## src/rtl/serial_adder_pkg.sv

```systemverilog
// Shared definitions for the bit-serial adder: FSM state encoding and default width.
package serial_adder_pkg;

  localparam int DEFAULT_WIDTH = 8;

  typedef enum logic [1:0] {
    ST_IDLE = 2'd0,
    ST_RUN  = 2'd1,
    ST_DONE = 2'd2
  } state_t;

endpackage

```

## src/rtl/serial_fa_cell.sv

```systemverilog
// Single full-adder cell with its carry flip-flop; the carry is seeded by load
// and advances by one bit position each cycle en is high.
module serial_fa_cell
  import serial_adder_pkg::*;
(
  input  logic clk,
  input  logic rst,
  input  logic load,
  input  logic load_val,
  input  logic en,
  input  logic a_bit,
  input  logic b_bit,
  output logic s,
  output logic cout,
  output logic c_q
);

  assign s    = a_bit ^ b_bit ^ c_q;
  assign cout = (a_bit & b_bit) | (a_bit & c_q) | (b_bit & c_q);

  always_ff @(posedge clk) begin
    if (rst) begin
      c_q <= 1'b0;
    end else if (load) begin
      c_q <= load_val;
    end else if (en) begin
      c_q <= cout;
    end
  end

endmodule

```

## src/rtl/serial_adder.sv

```systemverilog
// Bit-serial WIDTH-bit adder: operands are shifted LSB-first through one
// full-adder cell, so an operation takes WIDTH cycles between two handshakes.
module serial_adder
  import serial_adder_pkg::*;
#(
  parameter int WIDTH = DEFAULT_WIDTH
) (
  input  logic             clk,
  input  logic             rst,
  input  logic             in_valid,
  output logic             in_ready,
  input  logic [WIDTH-1:0] a,
  input  logic [WIDTH-1:0] b,
  input  logic             ci,
  output logic             out_valid,
  input  logic             out_ready,
  output logic [WIDTH-1:0] sum,
  output logic             co,
  output logic             busy
);

  localparam int CNT_W = $clog2(WIDTH + 1);
  localparam logic [CNT_W-1:0] LAST_BIT = CNT_W'(WIDTH - 1);

  state_t             state;
  logic [WIDTH-1:0]   a_sr;
  logic [WIDTH-1:0]   b_sr;
  logic [WIDTH-1:0]   sum_sr;
  logic [CNT_W-1:0]   cnt;
  logic               accept;
  logic               run;
  logic               s;
  logic               cout;
  logic               carry_state_unused;
  logic [WIDTH:0]     sum_cat;

  assign accept  = (state == ST_IDLE) && in_valid && in_ready;
  assign run     = (state == ST_RUN);
  // Concatenating the new bit above the register and dropping bit 0 keeps the
  // shift legal even when WIDTH is 1.
  assign sum_cat = {s, sum_sr};
  assign sum     = sum_sr;

  serial_fa_cell u_cell (
    .clk      (clk),
    .rst      (rst),
    .load     (accept),
    .load_val (ci),
    .en       (run),
    .a_bit    (a_sr[0]),
    .b_bit    (b_sr[0]),
    .s        (s),
    .cout     (cout),
    .c_q      (carry_state_unused)
  );

  always_ff @(posedge clk) begin
    if (rst) begin
      state     <= ST_IDLE;
      a_sr      <= '0;
      b_sr      <= '0;
      sum_sr    <= '0;
      cnt       <= '0;
      co        <= 1'b0;
      in_ready  <= 1'b1;
      out_valid <= 1'b0;
      busy      <= 1'b0;
    end else begin
      case (state)
        ST_IDLE: begin
          if (in_valid) begin
            a_sr     <= a;
            b_sr     <= b;
            cnt      <= '0;
            state    <= ST_RUN;
            in_ready <= 1'b0;
            busy     <= 1'b1;
          end
        end
        ST_RUN: begin
          a_sr   <= a_sr >> 1;
          b_sr   <= b_sr >> 1;
          sum_sr <= sum_cat[WIDTH:1];
          cnt    <= cnt + CNT_W'(1);
          if (cnt == LAST_BIT) begin
            state     <= ST_DONE;
            co        <= cout;
            out_valid <= 1'b1;
          end
        end
        ST_DONE: begin
          if (out_ready) begin
            state     <= ST_IDLE;
            out_valid <= 1'b0;
            busy      <= 1'b0;
            in_ready  <= 1'b1;
          end
        end
        default: begin
          state     <= ST_IDLE;
          out_valid <= 1'b0;
          busy      <= 1'b0;
          in_ready  <= 1'b1;
        end
      endcase
    end
  end

endmodule

```

## config.mk

```make
export PLATFORM = sky130hd
export DESIGN_NAME = serial_adder
export DESIGN_NICKNAME = d
export VERILOG_FILES = /design/src/rtl/serial_adder_pkg.sv /design/src/rtl/serial_fa_cell.sv /design/src/rtl/serial_adder.sv
export SDC_FILE = /design/constraint.sdc
export NUM_CORES = 1
export LEC_CHECK = 0
export CAP_MARGIN = 20
export CORE_MARGIN = 5
export CORE_UTILIZATION = 45
export CTS_CLUSTER_SIZE = 24
export DETAILED_ROUTE_END_ITERATION = 7
export GPL_ROUTABILITY_DRIVEN = 0
export PLACE_DENSITY = 0.81
export SETUP_SLACK_MARGIN = 0.3
export SYNTH_ARGS = -nofsm -noshare
export SYNTH_HDL_FRONTEND = slang
export SYNTH_SLANG_ARGS = --single-unit
export TNS_END_PERCENT = 30
```

## constraint.sdc

```tcl
create_clock -name clk -period 2.7 [get_ports clk]
set_clock_uncertainty 0.1 [all_clocks]
set_input_delay 0.54 -clock clk [delete_from_list [all_inputs] [get_ports clk]]
set_output_delay 0.54 -clock clk [all_outputs]
set_load 0.05 [all_outputs]
```

==> flow_metrics.py <==
metrics = {
    "clock_tree": {
        "clockRootBuffer": "clkbuf_4",
        "cts_buffers": 5,
        "cts_htree_levels": 2,
        "cts_tree": "yes",
        "cts_sinks": 35,
        "clk_path_buf_depth": 2,
        "cts-resized-gates": 0,
        "post_cts_buffers": 0,
        "holdBufCountCts": 0,
        "insertion_delay_ns": 0.34,
        "path_clk_slew_ns": 0.11,
    },
    "detailed_routing": {
        "drt_iter0_markers": 61,
        "wl_per_cell_um": 12.4,
        "drcViolationCount": 0,
        "drtPass1Iterations": 4,
        "wl_met2_mm": 1.41,
        "maxUsedRoutingLayer": "met4",
        "wl_mm": 3.16,
        "drtAntennaViolNets": 0,
        "drt-met1-wl_mm": 1.54,
        "via_per_inst": 5.02,
        "wl_met3_um": 173,
        "vias": 1274,
    },
    "sta": {
        "worst_pin_slew_ns": 0.613,
        "hold_viol": 0,
        "report.final.slew_viol_count": 0,
        "fin_tns_setup_ns": 0,
        "grt_setup_unrepaired": "no",
        "final.min_clock_period_ns": 2.20,
        "finalCritPeriodShare": 0.815,
        "max_clock_freq_mhz": 455,
        "finalSetupViolations": 0,
        "relSlewSlack": 0.591,
    },
    "setup_path": {
        "crit_slowest_cell": "clkdlybuf4s50_1",
        "cp_max_fo": 5,
        "worstSetupStartpointType": "flip-flop",
        "crit_family": "buffers and inverters",
        "crit_start": "in_ready",
        "crit_chain": "clkdlybuf4s50_1",
        "r2r_end": "a_sr[5]",
        "cp.required_ns": 2.06,
        "critPathMaxStageDelay_ns": 0.82,
        "path_buf_inv": 1,
        "r2r-start": "state[0]",
        "r2r_cells": 3,
        "rrSetupSlack_ns": 0.91,
        "worstSetupPathType": "flip-flop to output port",
        "end_kind": "output port",
        "arrival_ns": 1.56,
    },
    "grt": {
        "grt_max_degree": 37,
        "overflow": 0,
        "grt_use_total": 0.136,
        "grt_pass1_vias": 1268,
        "grt_pass1_wl_mm": 5.44,
        "antenna_found_initial": 0,
    },
    "synthesis": {
        "ys_ff_latch": 35,
        "postSynthAreaPerCell_sq_um": 8.99,
        "yosysSeqAreaShare": 0.435,
        "synth.cell_area_sq_um": 1610,
        "synth_top_area_frac": 0.435,
        "yosysTopAreaCell": "dfxtp_1",
        "ys_async_sr_fraction": 0,
        "yosysUniqueCellTypes": 38,
        "yosysWarningCount": 0,
        "synth_commonest_cells": "35 x dfxtp_1, 35 x nand2_1, 20 x nor2_1, 18 x a21oi_1",
        "synth_top_flop_cell": "dfxtp_1",
        "synthTopCellsByArea": "dfxtp_1 44%, nand2_1 8.2%, a211oi_2 6.2%",
        "syn_inst": 179,
        "syn_nets": 202,
        "synth_edf_count": 0,
    },
    "floorplanning": {
        "start_util": 0.475,
        "io_pins": 33,
        "rows": 21,
        "die_area_sq_um": 4870,
        "core_area_sq_um": 3390,
        "dieWidth_um": 69.8,
        "die_h_um": 69.8,
    },
    "power_and_ir_drop": {
        "p_sw_frac": 0.284,
        "power_frac_comb": 0.176,
        "clock_power_share": 0.264,
        "power_density_nw_per_um2": 522,
        "sequentialPowerShare": 0.560,
        "power.switching_mw": 0.290,
        "ir_drop_uv": 280,
        "intPower_mw": 0.730,
        "p_leak_nw": 0.716,
    },
    "worst_hold_path": {
        "worstHoldStart": "sum[0]",
        "hold_path_end": "sum[0]",
        "hold_depth": 2,
        "min_path_type": "flip-flop to flip-flop",
    },
    "status": {
        "status": "completed",
    },
    "finish": {
        "multi_input_area_sq_um": 796,
        "register_area_sq_um": 701,
        "nets": 230,
        "final_layout_size_suffix_gt1_frac": 0.144,
        "final_core_util": 0.575,
        "fill_cells": 321,
        "fin_area_sq_um": 1950,
        "area_growth_pct": 21.2,
        "diodes": 0,
    },
    "place": {
        "dpl_cell_area_sq_um": 1900,
        "place_hpwl_mm": 2.12,
        "io_buffers": 32,
    },
    "run": {
        "maxCapViolations": 0,
    },
}
[state kept, by name, summed over array words and instances (netlist names)]
signal and count:
a_sr 8, cnt 4, busy 1, co 1, in_ready 1, u_cell.c_q 1, sum 8, b_sr 8
out_valid 1, state 2
[cell usage in the layout, fill, tap and decap left out, types with 2 or more instances in the layout]
cell type | synthesis | layout
o21ba_1 | 2 | 2
clkbuf_4 | 0 | 5
a22oi_1 | 3 | 3
nand3b_1 | 2 | 2
nor2_1 | 20 | 20
nor3_1 | 2 | 2
a21oi_1 | 18 | 18
nand2b_1 | 3 | 3
clkbuf_1 | 2 | 2
a211oi_2 | 8 | 8
a21oi_2 | 8 | 8
a211oi_1 | 6 | 6
buf_4 | 4 | 3
dfxtp_1 | 35 | 35
a31oi_1 | 2 | 2
nand3_1 | 3 | 3
clkdlybuf4s50_1 | 0 | 32
nand2_1 | 35 | 35
[worst max-delay path by stage]
stage / to / slack, ns / cells past startpoint
4_1_cts: in_ready / 0.49 / 1
3_5_place_dp: b_sr[3] / 0.50 / 4
2_1_floorplan: a_sr[0] / 1.26 / 3
6_report: in_ready / 0.50 / 1
5_1_grt: in_ready / 0.46 / 1
3_3_place_gp: b_sr[2] / 0.54 / 4
[logic make-up (layout without fill, tap and decap cells)]
group                      Yosys count  after routing  share of synthesized area
buffers and inverters               15             44                     0.0700
muxes                                1              1                    0.00622
DFF                                 35             35                      0.435
AOI/OAI and AO/OA                   52             52                      0.257
and+or+nand+nor                     74             74                      0.211
adders and majority gates            2              2                     0.0202
[metal layers]
metal  global-route usage  vias up
met5                    0        -
met2                0.215       26
met3               0.0493        5
met4               0.0511        0
met1                0.168      567
li1                     -      676
[final cells by class]
type	count	share of cell area
clock buffer	7	0.0231
clock inverter	1	0.00257
inverter	1	0.00192
multi-input combinational	129	0.408
sequential	35	0.359
tap	46	0.0295
timing repair buffer	35	0.176
[metrics by stage]
stage | power (mW) | setup slack [ns] | std cells | hold WS [ns]
2_1_floorplan | 0.712 | 1.26 | 179 | 0.377
3_3_place_gp | 0.760 | 0.544 | 246 | 0.348
3_5_place_dp | 0.763 | 0.495 | 246 | 0.354
4_1_cts | 1.03 | 0.487 | 254 | 0.368
5_1_grt | 1.07 | 0.463 | 254 | 0.391
6_report | 1.02 | 0.500 | 254 | 0.362
[power groups by stage]
| stage | combinational, mW | clock [mW] | sequential, mW |
|---|---|---|---|
| after floorplan | 0.118 | 0 | 0.593 |
| after global placement | 0.178 | 0 | 0.581 |
| after detailed placement | 0.180 | 0 | 0.583 |
| after CTS | 0.182 | 0.277 | 0.571 |
| after global routing | 0.197 | 0.301 | 0.576 |
| final | 0.179 | 0.269 | 0.570 |
[worst reg2reg max path, cell delays in order (launching register included)]
cell	delay, ns
dfxtp_1	0.65
o21ba_1	0.61
nor2_1	0.13
a211oi_2	0.22
No activity file was read; power rests on OpenSTA's default activity.
